## src/rtl/bcd_scan_display.sv

```systemverilog
// ============================================================================
// Module   : bcd_scan_display
// Purpose  : Shift-in BCD digit buffer time-multiplexed onto a common-anode
//            seven-segment display with leading-zero blanking and overflow.
// Revision : 1.0
// ============================================================================
`default_nettype none

module bcd_scan_display #(
  parameter int DIGITS   = 4,
  parameter int SCAN_DIV = 4
) (
  input  logic              clk,
  input  logic              sync_reset,
  input  logic [3:0]        bcd_in,
  input  logic              bcd_valid,
  input  logic              clear,
  input  logic              blank_lz,
  output logic [6:0]        seg_n,
  output logic [DIGITS-1:0] an_n,
  output logic              ovf
);

  localparam int PW = $clog2(SCAN_DIV);
  localparam int IW = $clog2(DIGITS);

  logic [3:0]        d_q [DIGITS];
  logic [3:0]        d_d [DIGITS];
  logic              ovf_q, ovf_d;
  logic [PW-1:0]     pcnt_q, pcnt_d;
  logic [IW-1:0]     idx_q, idx_d;
  logic [6:0]        seg_q, seg_d;
  logic [DIGITS-1:0] an_q, an_d;

  logic [DIGITS-1:0] zero_from;
  logic              zacc;
  logic [3:0]        cur_digit;
  logic              blanked;

  function automatic logic [6:0] decode(input logic [3:0] v);
    logic [6:0] s;
    case (v)
      4'd0:    s = 7'b1000000;
      4'd1:    s = 7'b1111001;
      4'd2:    s = 7'b0100100;
      4'd3:    s = 7'b0110000;
      4'd4:    s = 7'b0011001;
      4'd5:    s = 7'b0010010;
      4'd6:    s = 7'b0000010;
      4'd7:    s = 7'b1111000;
      4'd8:    s = 7'b0000000;
      4'd9:    s = 7'b0010000;
      4'd15:   s = 7'b1111111;
      default: s = 7'b0111111;
    endcase
    return s;
  endfunction

  // zero_from[i] is set when digit i and every more-significant digit are zero
  always_comb begin
    zacc      = 1'b1;
    zero_from = '0;
    for (int i = DIGITS - 1; i >= 0; i--) begin
      zacc         = zacc & (d_q[i] == 4'd0);
      zero_from[i] = zacc;
    end
  end

  always_comb begin
    d_d    = d_q;
    ovf_d  = ovf_q;
    pcnt_d = pcnt_q + PW'(1);
    idx_d  = idx_q;

    if (pcnt_q == PW'(SCAN_DIV - 1)) begin
      pcnt_d = '0;
      idx_d  = (idx_q == IW'(DIGITS - 1)) ? '0 : idx_q + IW'(1);
    end

    if (clear) begin
      for (int i = 0; i < DIGITS; i++) d_d[i] = 4'd0;
      ovf_d = 1'b0;
    end else if (bcd_valid) begin
      if (d_q[DIGITS-1] != 4'd0) ovf_d = 1'b1;
      for (int i = DIGITS - 1; i >= 1; i--) d_d[i] = d_q[i-1];
      d_d[0] = bcd_in;
    end

    cur_digit = d_q[idx_q];
    blanked   = blank_lz && (idx_q != '0) && zero_from[idx_q];
    seg_d     = blanked ? 7'b1111111 : decode(cur_digit);
    an_d      = ~(DIGITS'(1) << idx_q);
  end

  always_ff @(posedge clk) begin
    if (sync_reset) begin
      for (int i = 0; i < DIGITS; i++) d_q[i] <= 4'd0;
      ovf_q  <= 1'b0;
      pcnt_q <= '0;
      idx_q  <= '0;
      seg_q  <= 7'b1111111;
      an_q   <= '1;
    end else begin
      d_q    <= d_d;
      ovf_q  <= ovf_d;
      pcnt_q <= pcnt_d;
      idx_q  <= idx_d;
      seg_q  <= seg_d;
      an_q   <= an_d;
    end
  end

  assign seg_n = seg_q;
  assign an_n  = an_q;
  assign ovf   = ovf_q;

endmodule

`default_nettype wire

```

## config.mk

```make
export PLATFORM = sky130hd
export DESIGN_NAME = bcd_scan_display
export DESIGN_NICKNAME = d
export VERILOG_FILES = /design/src/rtl/bcd_scan_display.sv
export SDC_FILE = /design/constraint.sdc
export NUM_CORES = 1
export LEC_CHECK = 0
export ABC_CLOCK_PERIOD_IN_PS = 5550
export BUFFER_PORTS_ARGS = -buffer_cell sky130_fd_sc_hd__clkbuf_2
export CORE_MARGIN = 8
export CORE_UTILIZATION = 48
export CTS_CLUSTER_DIAMETER = 60
export DETAILED_ROUTE_END_ITERATION = 6
export PLACE_DENSITY = 0.69
export SLEW_MARGIN = 15
export SYNTH_ARGS = -nofsm -noshare
export SYNTH_HDL_FRONTEND = slang
export SYNTH_SLANG_ARGS = --single-unit
```

## constraint.sdc

```tcl
create_clock -name clk -period 5.55 [get_ports clk]
set_input_delay 0.555 -clock clk [delete_from_list [all_inputs] [get_ports clk]]
set_output_delay 0.555 -clock clk [all_outputs]
set_load 0.005 [all_outputs]
```

==> results by group <==
Setup path
  – CP endpoint kind: flop
  – Worst-path fanout max: 11
  – Startpoint types: flop
  – Crit path required time: 5.76 ns
  – CP Class: reg2reg
  – Critical Path AT: 2.38 ns

Logic synthesis
  – #FFs+latches synth: 32
  – Syn_area_per_cell: 10.3 um^2
  – Warning count from the yosys run: 0
  – Synthesized cell area: 1450 um^2
  – Yosys top cell area share: 44.2%
  – Largest area contributor in the netlist: dfxtp_1
  – Register area share after synthesis: 44.2%
  – Cells after synthesis: 141
  – Netlist cell types: 27
  – Top cells by area, synth: dfxtp_1 44%, mux2i_1 14%, ha_1 8.6%
  – Net Count, Synth: 160

Pwr
  – Peak supply drop: 0.145 mV
  – Leakage: 0.679 nW
  – Pwr Density: 263 nW/um^2

Placement
  – Post-DP HPWL: 1.98 mm
  – Gp weighted congestion: 0.741
  – DP Area: 1550 um^2
  – Post-Place Cells: 185
  – PortBufs: 20

Layout
  – Final Core Density: 54.4%
  – Count of non-filler cells in the finished layout: 193
  – Layout cells sized above 1: 22.5%
  – Syn-to-layout area delta: 10.7%
  – Final instance area: 1610 um^2
  – N_diodes: 0
  – Layout Nets: 178

Timing
  – Setup tns final: 0 ns
  – Count of pins over their slew limit: 0
  – Period utilization: 39.2%
  – RSZ-0062 raised after global routing: false
  – Min Tclk post-route: 2.17 ns
  – Fin. Hold Viols: 0
  – Final hold slack: 0.447 ns
  – FMAX: 460 MHz
  – Setup Skew: 0.00580 ns
  – Slew headroom: 64.1%
  – Worst-Margin Slew: 0.538 ns
  – Count of final setup violators: 0

CTS
  – Clock Path Buffers: 2
  – CTS Hold Buffers Added: 0
  – H-tree depth: 2
  – Clock buffer count from CTS: 5
  – Reg clk slew, reported paths: 0.09 ns
  – CTS sink count: 32
  – CTS root buf: clkbuf_4
  – Clk_lat worst skew: 0.33 ns
  – Post-CTS setup buffer count: 0
  – CTS tree: built
  – Cts repair resizes: 0

Route
  – DR WL/cell: 13.4 um
  – 1st-iter DRT viols: 38
  – Wirelength, routed: 2.59 mm
  – DR vias: 1023
  – Final ANT Viol Nets: 0
  – DRC Markers: 0
  – Detailed Routing Iterations Pass 1: 5
  – Vias per cell: 5.30

Min path
  – Worst hold path class: reg2reg

Die
  – Top Ports: 21
  – Core Area: 2950 um^2
  – FP Rows: 20
  – Starting density of the core: 49.1%
  – Die ar.: 5040 um^2
  – Chip height: 71.0 um
  – Die X-Extent: 71.0 um

GRT
  – First-pass GRT wire length: 4.55 mm
  – Gr ovfl total: 0
  – Initial antenna violation count: 0
  – GRT met3 Usage: 5.93%
  – Via count of the first global-routing pass: 1002
  – Most used routing layer: met2
  – Largest net degree at the start of global routing: 18
  – GR Util All Layers: 11.5%
  – Grt met1 use: 11.7%
  – Met2 Track Usage GR: 18.7%

Flow run
  – Max cap viols: 0

Status
  – Status: completed
## worst paths after layout
check                           depth (start not counted)  slack, ns   endpoint       from
worst max-delay path                                    7       3.38   seg_n[3]   idx_q[0]
worst min-delay path                                    1       0.45  pcnt_q[0]  pcnt_q[0]
worst max register to register                          7       3.38   seg_n[3]   idx_q[0]
worst min register to register                          1       0.45  pcnt_q[0]  pcnt_q[0]
## cell families (layout without fill, tap and decap cells)
group,count (synthesis),count (layout),share of synthesized area (%)
buffers and inverters,17,36,5.18
AND/OR/NAND/NOR,44,44,14.7
adder cells (fa/ha/maj),10,10,8.63
multiplexers,25,25,20.8
flip-flops,32,32,44.2
AO/OA/AOI/OAI,13,13,6.56
## power by group
part	internal [mW]	switching [mW]
clock network	0.0624	0.0727
registers	0.239	0.00540
logic	0.0214	0.0217
## stage by stage
step / setup WS (ns) / total power [mW]
2_1_floorplan: 3.57 / 0.281
3_3_place_gp: 3.49 / 0.292
3_5_place_dp: 3.37 / 0.293
4_1_cts: 3.35 / 0.428
5_1_grt: 3.26 / 0.446
6_report: 3.38 / 0.422
## Yosys cell counts (all sizes together)
cell,instances
or3b,1
o21ai,1
clkbuf,5
mux2,1
and3,1
inv,8
nor3,2
ha,10
nor2b,1
a21oi,4
buf,4
nor4,3
or4,1
nand2,4
mux2i,20
a211o,1
dfxtp,32
o31ai,1
mux4,4
nor2,22
a211oi,2
nand3,4
or2,3
o211ai,3
nor3b,2
o21bai,1
## flip-flops by register name, indices dropped and copies added, names as in the netlist
register  flops
pcnt_q        2
seg_n         7
idx_q         2
an_n          4
ovf           1
d_q          16
## layout by cell type (no fill, tap or decap)
cell type   n
a211o_4     1
a211oi_1    2
a21oi_1     4
and3_1      1
clkbuf_1    2
clkbuf_2   20
clkbuf_4    5
clkbuf_8    1
dfxtp_1    32
ha_1       10
inv_1       8
mux2_2      1
mux2i_1    20
mux4_2      4
nand2_1     4
nand3_1     4
nor2_1     22
nor2b_1     1
nor3_1      2
nor3b_1     2
nor4_1      3
o211ai_1    3
o21ai_0     1
o21bai_1    1
o31ai_1     1
or2_2       3
or3b_1      1
or4_4       1
## routing by layer
metal / part of all wire, % / vias to the layer above
li1: - / 524
met4: 2.2 / 0
met5: 0 / -
met2: 48 / 14
met3: 5.5 / 6
met1: 44 / 479
## final cells by class
| class | count | area [um^2] |
|---|---|---|
| multi-input cells | 92 | 734 |
| flip-flops and latches | 32 | 641 |
| repair buffers | 20 | 100 |
| clock buffers | 8 | 58.8 |
| inverters | 8 | 30.0 |
| fillers | 270 | 1350 |
| well taps | 33 | 41.3 |
## worst max-delay path: stages (launching register included)
cell and delay (ns):
dfxtp_1 0.58, mux4_2 0.62, inv_1 0.13, ha_1 0.17
inv_1 0.04, or2_2 0.28, mux2i_1 0.15, nand3_1 0.09
Note: power is estimated with default switching activity, not from simulation.
